[src/rtl/rf_conv_classifier.sv]
// rf_conv_classifier
// ------------------------------------------------------------------------
// Frame-based receptive-field convolution and spike classifier. On start,
// a frame of N_FIELD K-bit fields is latched together with a K-word kernel
// and a class template. Each field is convolved against the kernel in turn.
// The result is streamed out as two bytes (high, then low) over a
// valid/ready handshake, and threshold spikes are raised. Per-class scores
// count the high spikes that land on the class template. After the last
// field, a one-cycle decide step picks the best class, with the lowest
// index winning ties.
//
// Optional feature: define RFC_LO_CNT_EN to build the per-frame spike_lo
// tally on lo_count. Without it, lo_count is tied to zero.
//
// Ports
//   clk, rst      : clock and synchronous active-high reset
//   start         : frame request (only sampled in IDLE)
//   code          : frame code, field 0 is the most significant K-bit slice
//   weight        : kernel, word j = weight[j*WW +: WW]
//   class_mask    : bit c*N_FIELD+f set -> field f belongs to class c
//   out_valid/out_data/out_ready : byte stream of conv results
//   spike_hi, spike_lo, ref_spike: per-field spikes during byte transfer
//   busy, done    : frame activity and end-of-frame pulse
//   class_id, class_onehot, no_match : decision, held until next decide
//   lo_count      : spike_lo tally (RFC_LO_CNT_EN only)
// ------------------------------------------------------------------------
module rf_conv_classifier #(
    parameter int N_FIELD = 16,
    parameter int K       = 4,
    parameter int WW      = 8,
    parameter int N_CLASS = 4,
    parameter int TH_HI   = 128,
    parameter int TH_LO   = 20
) (
    input  logic                         clk,
    input  logic                         rst,
    input  logic                         start,
    input  logic [N_FIELD*K-1:0]         code,
    input  logic [K*WW-1:0]              weight,
    input  logic [N_CLASS*N_FIELD-1:0]   class_mask,
    output logic                         out_valid,
    output logic [7:0]                   out_data,
    input  logic                         out_ready,
    output logic                         spike_hi,
    output logic                         spike_lo,
    output logic                         ref_spike,
    output logic                         busy,
    output logic                         done,
    output logic [$clog2(N_CLASS)-1:0]   class_id,
    output logic [N_CLASS-1:0]           class_onehot,
    output logic                         no_match,
    output logic [$clog2(N_FIELD+1)-1:0] lo_count
);

    localparam int CW  = WW + $clog2(K + 1);
    localparam int SW  = $clog2(N_FIELD + 1);
    localparam int FW  = (N_FIELD > 1) ? $clog2(N_FIELD) : 1;
    localparam int CIW = $clog2(N_CLASS);

    generate
        if (CW > 16) begin : g_cw_too_wide
            $error("rf_conv_classifier: conv width WW+clog2(K+1) exceeds 16 bits");
        end
    endgenerate

    typedef enum logic [2:0] {
        IDLE,
        CONV,
        SEND_H,
        SEND_L,
        DECIDE,
        DONE
    } state_t;

    state_t state, state_next;

    logic [N_FIELD*K-1:0]       code_r;
    logic [K*WW-1:0]            weight_r;
    logic [N_CLASS*N_FIELD-1:0] mask_r;
    logic [FW-1:0]              field_idx;
    logic [CW-1:0]              conv_r;
    logic                       hi_r;
    logic                       lo_r;
    logic [SW-1:0]              score [N_CLASS];
    logic [CIW-1:0]             class_id_r;
    logic [N_CLASS-1:0]         onehot_r;
    logic                       no_match_r;

    logic [K-1:0]   cur_field;
    logic [CW-1:0]  conv_next;
    logic [15:0]    conv_ext;
    logic [SW-1:0]  best_score;
    logic [CIW-1:0] best_id;
    logic           sending;
    logic           last_field;

    assign last_field = (field_idx == FW'(N_FIELD - 1));
    assign conv_ext   = 16'(conv_r);
    assign sending    = (state == SEND_H) || (state == SEND_L);

    // Select the current field (field 0 sits at the top of the code word)
    // and form the kernel dot product. Field bit K-1-j gates weight word j.
    always_comb begin
        cur_field = code_r[(N_FIELD - 1 - int'(field_idx)) * K +: K];
        conv_next = '0;
        for (int j = 0; j < K; j++) begin
            if (cur_field[K-1-j]) begin
                conv_next = conv_next + CW'(weight_r[j*WW +: WW]);
            end
        end
    end

    // Strictly-greater comparison keeps the lowest index on ties. An
    // all-zero score set leaves best_id at 0, which is the no-match answer.
    always_comb begin
        best_score = '0;
        best_id    = '0;
        for (int c = 0; c < N_CLASS; c++) begin
            if (score[c] > best_score) begin
                best_score = score[c];
                best_id    = CIW'(c);
            end
        end
    end

    always_ff @(posedge clk) begin
        if (rst) begin
            state <= IDLE;
        end else begin
            state <= state_next;
        end
    end

    // Next-state logic and state-decoded outputs. The byte states only
    // advance on a completed handshake. Out_valid is already high in those
    // states, so out_ready alone decides.
    always_comb begin
        state_next = state;
        out_valid  = 1'b0;
        out_data   = 8'h00;
        busy       = (state != IDLE);
        done       = 1'b0;
        case (state)
            IDLE: begin
                if (start) state_next = CONV;
            end
            CONV: begin
                state_next = SEND_H;
            end
            SEND_H: begin
                out_valid = 1'b1;
                out_data  = conv_ext[15:8];
                if (out_ready) state_next = SEND_L;
            end
            SEND_L: begin
                out_valid = 1'b1;
                out_data  = conv_ext[7:0];
                if (out_ready) state_next = last_field ? DECIDE : CONV;
            end
            DECIDE: begin
                state_next = DONE;
            end
            DONE: begin
                done       = 1'b1;
                state_next = IDLE;
            end
            default: begin
                state_next = IDLE;
            end
        endcase
    end

    assign ref_spike = sending;
    assign spike_hi  = hi_r & sending;
    assign spike_lo  = lo_r & sending;

    // Frame datapath: latch on start, register conv and spike flags in
    // CONV, score on the low-byte handshake, and capture the decision.
    always_ff @(posedge clk) begin
        if (rst) begin
            code_r     <= '0;
            weight_r   <= '0;
            mask_r     <= '0;
            field_idx  <= '0;
            conv_r     <= '0;
            hi_r       <= 1'b0;
            lo_r       <= 1'b0;
            class_id_r <= '0;
            onehot_r   <= '0;
            no_match_r <= 1'b0;
            for (int c = 0; c < N_CLASS; c++) begin
                score[c] <= '0;
            end
        end else begin
            case (state)
                IDLE: begin
                    if (start) begin
                        code_r    <= code;
                        weight_r  <= weight;
                        mask_r    <= class_mask;
                        field_idx <= '0;
                        for (int c = 0; c < N_CLASS; c++) begin
                            score[c] <= '0;
                        end
                    end
                end
                CONV: begin
                    conv_r <= conv_next;
                    hi_r   <= (32'(conv_next) > 32'(TH_HI));
                    lo_r   <= (32'(conv_next) < 32'(TH_LO));
                end
                SEND_L: begin
                    if (out_ready) begin
                        for (int c = 0; c < N_CLASS; c++) begin
                            if (hi_r && mask_r[c*N_FIELD + int'(field_idx)]) begin
                                score[c] <= score[c] + SW'(1);
                            end
                        end
                        if (!last_field) begin
                            field_idx <= field_idx + FW'(1);
                        end
                    end
                end
                DECIDE: begin
                    class_id_r <= best_id;
                    onehot_r   <= N_CLASS'(1) << best_id;
                    no_match_r <= (best_score == '0);
                end
                default: begin
                end
            endcase
        end
    end

    assign class_id     = class_id_r;
    assign class_onehot = onehot_r;
    assign no_match     = no_match_r;

`ifdef RFC_LO_CNT_EN
    logic [SW-1:0] lo_cnt;

    // Tally of low-spike fields in the current frame, cleared on start.
    always_ff @(posedge clk) begin
        if (rst) begin
            lo_cnt <= '0;
        end else if (state == IDLE && start) begin
            lo_cnt <= '0;
        end else if (state == SEND_L && out_ready && lo_r) begin
            lo_cnt <= lo_cnt + SW'(1);
        end
    end

    assign lo_count = lo_cnt;
`else
    assign lo_count = '0;
`endif

endmodule

[config.mk]
export PLATFORM = sky130hd
export DESIGN_NAME = rf_conv_classifier
export DESIGN_NICKNAME = d
export VERILOG_FILES = /design/src/rtl/rf_conv_classifier.sv
export SDC_FILE = /design/constraint.sdc
export NUM_CORES = 1
export LEC_CHECK = 0
export CAP_MARGIN = 25
export CORE_MARGIN = 10
export CORE_UTILIZATION = 40
export DETAILED_ROUTE_END_ITERATION = 12
export MAX_ROUTING_LAYER = met4
export PLACE_DENSITY = 0.67
export REMOVE_ABC_BUFFERS = 1
export SKIP_CTS_REPAIR_TIMING = 1
export SYNTH_ARGS = -nofsm -noshare
export SYNTH_HDL_FRONTEND = slang
export SYNTH_SLANG_ARGS = --single-unit
[constraint.sdc]
create_clock -name clk -period 7.05 [get_ports clk]
set_input_delay 1.41 -clock clk [delete_from_list [all_inputs] [get_ports clk]]
set_output_delay 1.41 -clock clk [all_outputs]
set_load 0.05 [all_outputs]
Word-level counts from Yosys, hierarchy flattened. Memory sizes are Yosys's and may differ from the RTL's. Index checks and enable logic that the tools add are counted.

Add/sub/neg operators: 12. Order comparisons: 10. Equality and inequality tests: 10. Shift operators: 2. Muxes and demuxes: 68. Bitwise gates (word level): 10. Reductions and logical operators: 13.

Operator list (count): 64-bit by 7-bit variable part select with 4-bit output (1); 5-bit two-way mux (12); 1-bit two-way mux (36); 11-bit by 8-bit adder with 11-bit output (3); 11-bit two-way mux (3); 5-bit by 1-bit adder with 5-bit output (second input constant) (4); 1-bit binary-select mux with 6-bit select (3); 8-bit case mux with 2 select lines (1); 5-bit > comparator (3); 3-bit case mux with 5 select lines (1); 6-bit by 4-bit adder with 7-bit output (first input constant) (2); 7-bit < comparator (second input constant) (2); 3-bit two-way mux (4); 4-bit two-way mux (3); 11-bit by 8-bit > comparator with 1-bit output (second input constant) (1); 11-bit by 5-bit < comparator with 1-bit output (second input constant) (1); 8-bit two-way mux (1); 2-bit != test (second input constant) (4); 1-bit OR (8); 4-bit case mux with 2 select lines (1); 4-bit by 7-bit < comparator with 1-bit output (second input constant) (1); 6-bit by 7-bit < comparator with 1-bit output (second input constant) (1); 5-bit by 4-bit adder with 6-bit output (first input constant) (1); 3-bit by 2-bit equality test with 1-bit output (second input constant) (2); other kinds (20) (26).

Flip-flop bits (word level): 187. Bits in writable memories: 20. Output and inout bits: 26. Word-level logic and storage cells: 137. Memories: 1.

Memories: score (depth 4, bits a word 5, read ports 4, clocked after memory_dff 0, write ports 4, RTL line 84) `logic [SW-1:0] score [N_CLASS];`.

Logic depth before layout (Yosys ltp). Gate-level depths: netlist of the first run.

Depth in word-level cells: 11. Depth in mapped cells: 32. Mapped depth without buffers: 29.

Least setup slack after synthesis of the first run. Ideal clock, no wire load.

Path type: register -> register. Start: register field_idx[0]. End: register lo_r. Arrival time: 5.928 ns. Data required time: 6.991 ns. Path slack: 1.063 ns. Stages on the path, launching flop included: 32. Path buffers: 2. Period minus slack after synthesis: 5.987 ns. Cells stage by stage: dfxtp_1 buf_6 buf_12 mux2_1 o21bai_1 nor3_1 or2_1 and2_1 ha_1 fa_1 a211o_1 nand2_1 o41ai_1 a31oi_1 mux2i_1 nor2_1 ha_1 o21a_1 o31ai_1 a21boi_0 a32o_1 a211oi_2 inv_1 ha_1 o21a_1 o31a_1 o21a_1 o21a_1 mux2i_1 a22oi_1 nor4_1 a31o_1.

Longest elaborated chain between the ends: 10.

Ends and longest elaborated chain: start, declared (RTL line 80) `logic [FW-1:0] field_idx;`; start signal, assigned (RTL line 220) `field_idx <= field_idx + FW'(1);`; 4-bit by 4-bit subtractor with 5-bit output * (RTL line 104) `cur_field = code_r[(N_FIELD - 1 - int'(field_idx)) * K +: K];`; 64-bit by 7-bit variable part select with 4-bit output * (RTL line 104); 8-bit two-way mux (RTL line 107) `if (cur_field[K-1-j]) begin`; 11-bit by 8-bit adder with 11-bit output (RTL line 108) `conv_next = conv_next + CW'(weight_r[j*WW +: WW]);`; 11-bit two-way mux (RTL line 107); 11-bit by 8-bit adder with 11-bit output (RTL line 108); 11-bit two-way mux (RTL line 107); 11-bit by 8-bit adder with 11-bit output (RTL line 108); 11-bit two-way mux * (RTL line 107); 11-bit by 5-bit < comparator with 1-bit output * (RTL line 210) `lo_r <= (32'(conv_next) < 32'(TH_LO));`; end signal, assigned (RTL line 210); end, declared (RTL line 83) `logic lo_r;`.

Mark *: on every way between the ends. The rest lies on a longest branch, timed or not. A chain may end at the register's enable or synchronous reset.

Worst setup path in the final report of the first run. Ends and elaborated chain as after synthesis.

==> results.sh, run 1 <==
export IMPL_num_rows=58
export IMPL_layout_common_cells="dfxtp_1 (189), clkdlybuf4s50_1 (184), a22o_1 (158), nor2_1 (83), ha_1 (44)"
export IMPL_skew_ps=15.4
export IMPL_path_buf_inv=2
export IMPL_drv_cap=0
export IMPL_startpoint="field_idx[0]"
export IMPL_cpMaxStageDelayCell="dfxtp_4"
export IMPL_fmax_ghz=0.152
export IMPL_syn_to_final_growth_pct=28.3
export IMPL_placedInstanceArea_mm2=0.0123
export IMPL_drive_gt1_share_pct=10.5
export IMPL_power_leakage_nw=5.15
export IMPL_critPathMaxStageDelay_ps=420
export IMPL_reg2reg_depth=30
export IMPL_synthFlopType="dfxtp_1"
export IMPL_netlist_area_leader_share_pct=37.8
export IMPL_synth_cells=969
export IMPL_synth_enable_flop_cells=15
export IMPL_whs_path_depth=2
export IMPL_core_area_mm2=0.0251
export IMPL_seq_area_frac_synth_pct=42.3
export IMPL_wl_met1_um=12400
export IMPL_ys_warn_count=0
export IMPL_powerDensity_mw_per_mm2=233
export IMPL_finalInstanceArea_mm2=0.0130
export IMPL_synth_seq_cells=207
export IMPL_hold_viol_final=0
export IMPL_clock_root_buffer="clkbuf_16"
export IMPL_setup_slack_ps=457
export IMPL_grt_pass1_wl_um=41800
export IMPL_post_route_drc_count=0
export IMPL_seqPwrFrac_pct=43.9
export IMPL_worstPathRequired_ps=7510
export IMPL_drt_wl_total_um=26600
export IMPL_p_int_mw=2.23
export IMPL_postRouteAntennaNets=0
export IMPL_holdWs_ps=449
export IMPL_pre_cts_slack_ps=300
export IMPL_grt_max_degree=77
export IMPL_synth_async_sr_flop_share_pct=0
export IMPL_synth_cell_types=78
export IMPL_path_clk_slew_ps=60
export IMPL_via_per_inst=5.40
export IMPL_vias=7999
export IMPL_place_gp_congestion=0.866
export IMPL_drt_initial_drc_count=516
export IMPL_fin_util_pct=51.9
export IMPL_cts_sinks=207
export IMPL_fp_dieH_um=179
export IMPL_path_common_cell="o21a_1"
export IMPL_clkLatencyLatePin_ps=520
export IMPL_initial_core_util_pct=40.5
export IMPL_p_sw_share_pct=26.8
export IMPL_ios=190
export IMPL_yosysTopAreaCell="dfxtp_1"
export IMPL_cp_depth=30
export IMPL_avgSynthCellArea_um2=10.5
export IMPL_first_pass_iters=5
export IMPL_worstHoldStart="class_onehot[1]"
export IMPL_dr_wl_met2_um=12300
export IMPL_grt_ovfl_total=0
export IMPL_die_x_um=179
export IMPL_tightest_slew_ps=984
export IMPL_dr_wl_met3_um=1610
export IMPL_dieArea_mm2=0.0322
export IMPL_cp_start_kind="register"
export IMPL_track_usage_pct=16.3
export IMPL_grt_pass1_vias=7919
export IMPL_arrival_ps=7050
export IMPL_cts_tree="done"
export IMPL_power_frac_comb_pct=18.3
export IMPL_r2r_start="field_idx[0]"
export IMPL_antenna_found_initial=2
export IMPL_peakVddDrop_v=0.000145
export IMPL_status="finished clean"
export IMPL_synthTopCellsByArea="dfxtp_1 (38%), a22o_1 (14%), mux4_2 (6.0%), ha_1 (5.4%), edfxtp_1 (4.4%)"
export IMPL_htreeDepth=1
export IMPL_top_layer="met4"
export IMPL_hold_path_class="register to register"
export IMPL_worst_setup_path_end_kind="register"
export IMPL_nets=1341
export IMPL_pwr_share_clk_pct=37.8
export IMPL_synth_area_mm2=0.0102
export IMPL_critical_path_top_delay_family="compound AO/OA/AOI/OAI gates"
export IMPL_numCtsBuffers=23
export IMPL_dp_hpwl_um=19600
export IMPL_min_period_over_period_pct=93.5
export IMPL_setup_tns_final_ps=0
export IMPL_final_common_cell="dfxtp_1"
export IMPL_critical_path_class="register to register"
export IMPL_wl_per_cell_um=18.0
export IMPL_p_switching_mw=0.813
export IMPL_cts_buffer_depth=3
export IMPL_cp_max_fo=10
export IMPL_fill_cells=2330
export IMPL_port_buffers=184
export IMPL_slew_headroom_pct=34.2
export IMPL_setup_viol=0
export IMPL_slew_violations=0
export IMPL_period_needed_ps=6590
## layer usage
metal	vias to the layer above	track usage, %
met1	3781	21.7
met5	-	-
met4	0	3.72
met3	28	3.67
li1	3994	-
met2	196	24.9
## logic make-up (layout without fill, tap and decap cells)
kind of cell | count (synthesis) | after routing | synth area share, %
AOI/OAI and AO/OA | 293 | 293 | 23.1
xor gates and xnor gates | 28 | 28 | 2.41
adders and majority gates | 47 | 47 | 6.01
buffers and inverters | 102 | 276 | 4.37
DFF | 207 | 207 | 42.3
muxes | 74 | 74 | 11.5
other | 1 | 9 | 0.0369
and+or+nand+nor | 217 | 217 | 10.4
## sequential cells by signal (all words and copies together), names as in the netlist, 2 cells and up
name,cells
class_id,2
class_onehot,4
code_r,64
conv_r,11
field_idx,4
mask_r,64
score,20
state,3
weight_r,32
## path summary, 6_finish.rpt
kind | to | slack [ps]
worst min register to register | class_onehot[1] | 450
worst max-delay path | lo_r | 460
worst max register to register | lo_r | 460
worst min-delay path | class_onehot[1] | 450
## power by group through the flow
stage	logic [mW]	registers, mW	clock network, mW
finish	0.557	1.33	1.15
floorplan	0.364	1.34	0
detailed placement	0.554	1.36	0
global route	0.612	1.35	1.23
global placement	0.546	1.36	0
CTS	0.557	1.33	1.18
## metrics by stage
step / total power, mW / std cells
floorplan: 1.71 / 904
global placement: 1.90 / 1434
detailed placement: 1.91 / 1434
CTS: 3.07 / 1476
global route: 3.18 / 1479
finish: 3.04 / 1481
## synthesized netlist by cell type, drive strengths merged, types with 5 or more instances
cell type / count
nand4: 7
and2: 13
buf: 24
a22o: 158
nor2b: 10
a211oi: 11
xor2: 8
a21o: 6
edfxtp: 15
nor2: 85
o21ai: 24
o31a: 5
nand2b: 10
ha: 44
xnor2: 20
and3: 9
clkbuf: 45
o211ai: 10
nand2: 39
mux2i: 27
o21a: 15
mux4: 31
a21oi: 30
nor3: 12
inv: 32
nand3: 13
mux2: 16
dfxtp: 192
## tightest hold or removal path, delay by kind of cell, from the launching register on
| kind | cells | cell delay, ps |
|---|---|---|
| DFF | 1 | 310 |
| and+or+nand+nor | 1 | 50 |
| AOI/OAI and AO/OA | 1 | 50 |
## cell type report
| class | instances | area, µm² | area share (%) |
|---|---|---|---|
| multi-input cells | 664 | 5470 | 42.0 |
| flip-flops and latches | 207 | 4300 | 33.0 |
| repair buffers | 201 | 1970 | 15.1 |
| clock buffers | 31 | 666 | 5.11 |
| well taps | 330 | 413 | 3.17 |
| inverters | 33 | 125 | 0.960 |
| clock inverters | 11 | 72.6 | 0.557 |
| diodes | 4 | 10.0 | 0.0768 |
Note: power is estimated with default switching activity, not from simulation.
==> run 2: changes to the inputs <==
SLEW_MARGIN = 25   (was unset)
==> results of run 2 <==
Final layout, timing and power as in run 1 (identical DEF).
==> run 3: changes to the inputs <==
CTS_BUF_LIST = sky130_fd_sc_hd__clkbuf_4 sky130_fd_sc_hd__clkbuf_8 sky130_fd_sc_hd__clkbuf_16   (was unset)
==> run 3 against run 2 <==
  * First-iteration DRC count decreased by 6.8%
  * Critical endpoint unchanged
  * Highest routed layer unchanged
  * Largest power group unchanged
  * Utilization hardly changed
  * Sequential share of layout area hardly changed
  * Global-route usage is the same
  * Sequential power is essentially flat
  * Die area unchanged
  * Wire length shrank 0.14%
  * Clock skew barely moved
  * Power increased by 0.18%
  * Clock power hardly changed
  * Non-clock buffer count unchanged
  * Critical path depth down 1
==> results.sh, run 3 (same netlist as run 1, synthesis figures left out) <==
export IMPL_status="finished clean"
export IMPL_ios=190
export IMPL_r2r_end="lo_r"
export IMPL_setup_tns_final_ps=0
export IMPL_numCtsBuffers=23
export IMPL_postRouteAntennaNets=0
export IMPL_grt_pass1_wl_um=41800
export IMPL_fin_cells=1481
export IMPL_place_gp_congestion=0.866
export IMPL_num_rows=58
export IMPL_path_buf_inv=1
export IMPL_clock_root_buffer="clkbuf_16"
export IMPL_fp_dieH_um=179
export IMPL_drt_initial_drc_count=481
export IMPL_cts_sinks=207
export IMPL_antenna_found_initial=2
export IMPL_rrSetupSlack_ps=430
export IMPL_grt_pass1_vias=7924
export IMPL_hold_path_class="register to register"
export IMPL_post_route_drc_count=0
export IMPL_min_period_over_period_pct=93.8
export IMPL_period_needed_ps=6620
export IMPL_hold_viol_final=0
export IMPL_dpl_cell_count=1434
export IMPL_via_per_inst=5.37
export IMPL_cp_start_kind="register"
export IMPL_grt_max_degree=77
export IMPL_critical_path_top_delay_family="compound AO/OA/AOI/OAI gates"
export IMPL_tightest_slew_ps=996
export IMPL_slew_violations=0
export IMPL_dp_hpwl_um=19600
export IMPL_worst_setup_path_end_kind="register"
export IMPL_cpMaxStageDelayCell="dfxtp_4"
export IMPL_top_regs="code_r: 64 flops, mask_r: 64 flops, weight_r: 32 flops"
export IMPL_holdWs_ps=449
export IMPL_htreeDepth=1
export IMPL_grt_ovfl_total=0
export IMPL_r2r_start="field_idx[0]"
export IMPL_arrival_ps=7070
export IMPL_nets=1341
export IMPL_die_x_um=179
export IMPL_regArea_mm2=0.00430
export IMPL_cts_tree="done"
export IMPL_wl_per_cell_um=18.0
export IMPL_layout_common_cells="dfxtp_1 (189), clkdlybuf4s50_1 (184), a22o_1 (158), nor2_1 (83), ha_1 (44)"
export IMPL_path_clk_slew_ps=60
export IMPL_worstHoldStart="class_onehot[1]"
export IMPL_core_area_mm2=0.0251
export IMPL_slew_headroom_pct=33.4
export IMPL_final_common_cell="dfxtp_1"
export IMPL_drv_cap=0
export IMPL_fmax_ghz=0.151
export IMPL_hold_path_end="class_onehot[1]"
export IMPL_setup_viol=0
export IMPL_drive_gt1_share_pct=10.6
export IMPL_worstPathRequired_ps=7510
export IMPL_syn_to_final_growth_pct=28.3
export IMPL_cp_max_fo=10
export IMPL_multi_input_area_mm2=0.00547
export IMPL_dieArea_mm2=0.0322
export IMPL_cts_buffer_depth=3
export IMPL_reg2reg_depth=29
export IMPL_critPathMaxStageDelay_ps=420
export IMPL_track_usage_pct=16.3
export IMPL_critical_path_class="register to register"
export IMPL_powerDensity_mw_per_mm2=233
export IMPL_path_common_cell="o21a_1"
export IMPL_initial_core_util_pct=40.5
export IMPL_drt_wl_total_um=26600
export IMPL_power_leakage_nw=5.15
export IMPL_setup_slack_ps=434
export IMPL_first_pass_iters=5
export IMPL_peakVddDrop_v=0.000144
export IMPL_clkLatencyLatePin_ps=520
export IMPL_fill_cells=2328
export IMPL_whs_path_depth=2
export IMPL_port_buffers=184
export IMPL_pre_cts_slack_ps=300
export IMPL_skew_ps=15.4
export IMPL_vias=7954
run 3: metrics by stage:
step                power (mW)  area, µm²  utilization (%)
finish                    3.04      13000             51.9
global route              3.19      13000             51.9
CTS                       3.08      13000             51.8
detailed placement        1.91      12300             48.8
global placement          1.90      12300             48.8
floorplan                 1.71       9860                -
run 3: how the worst max path moves through the flow:
stage	start	endpoint	slack [ps]	cells after the start
after floorplan	rst	score[0][0]	-1770	2
after global placement	field_idx[0]	lo_r	470	28
after detailed placement	field_idx[0]	lo_r	300	28
after CTS	field_idx[0]	lo_r	240	28
after global routing	field_idx[0]	lo_r	-10	30
final	field_idx[0]	lo_r	430	29
run 3: layout make-up:
class                      count  share of cell area, %
tap                          330                   3.17
clock buffer                  31                   5.16
sequential                   207                   33.0
antenna                        4                 0.0768
timing repair buffer         201                   15.1
clock inverter                11                  0.557
inverter                      33                  0.960
multi-input combinational    664                   41.9
run 3: power by group:
group / internal (mW) / switching (mW)
clock network: 0.674 / 0.480
registers: 1.27 / 0.0614
logic: 0.287 / 0.269
run 3: layer usage:
metal	routed length, µm	GRT usage (%)	vias to the layer above
met5	0	-	-
met4	433	3.72	0
met3	1580	3.67	30
met2	12300	24.9	196
met1	12300	21.7	3734
li1	-	-	3994
run 3: worst register-to-register path: cells and delay by family (launching register included):
| kind | cells | cell delay, ps |
|---|---|---|
| multiplexers | 3 | 780 |
| AO/OA/AOI/OAI | 15 | 2870 |
| flip-flops | 1 | 420 |
| AND/OR/NAND/NOR | 6 | 1100 |
| adder cells (fa/ha/maj) | 4 | 1300 |
| buffers and inverters | 1 | 80 |
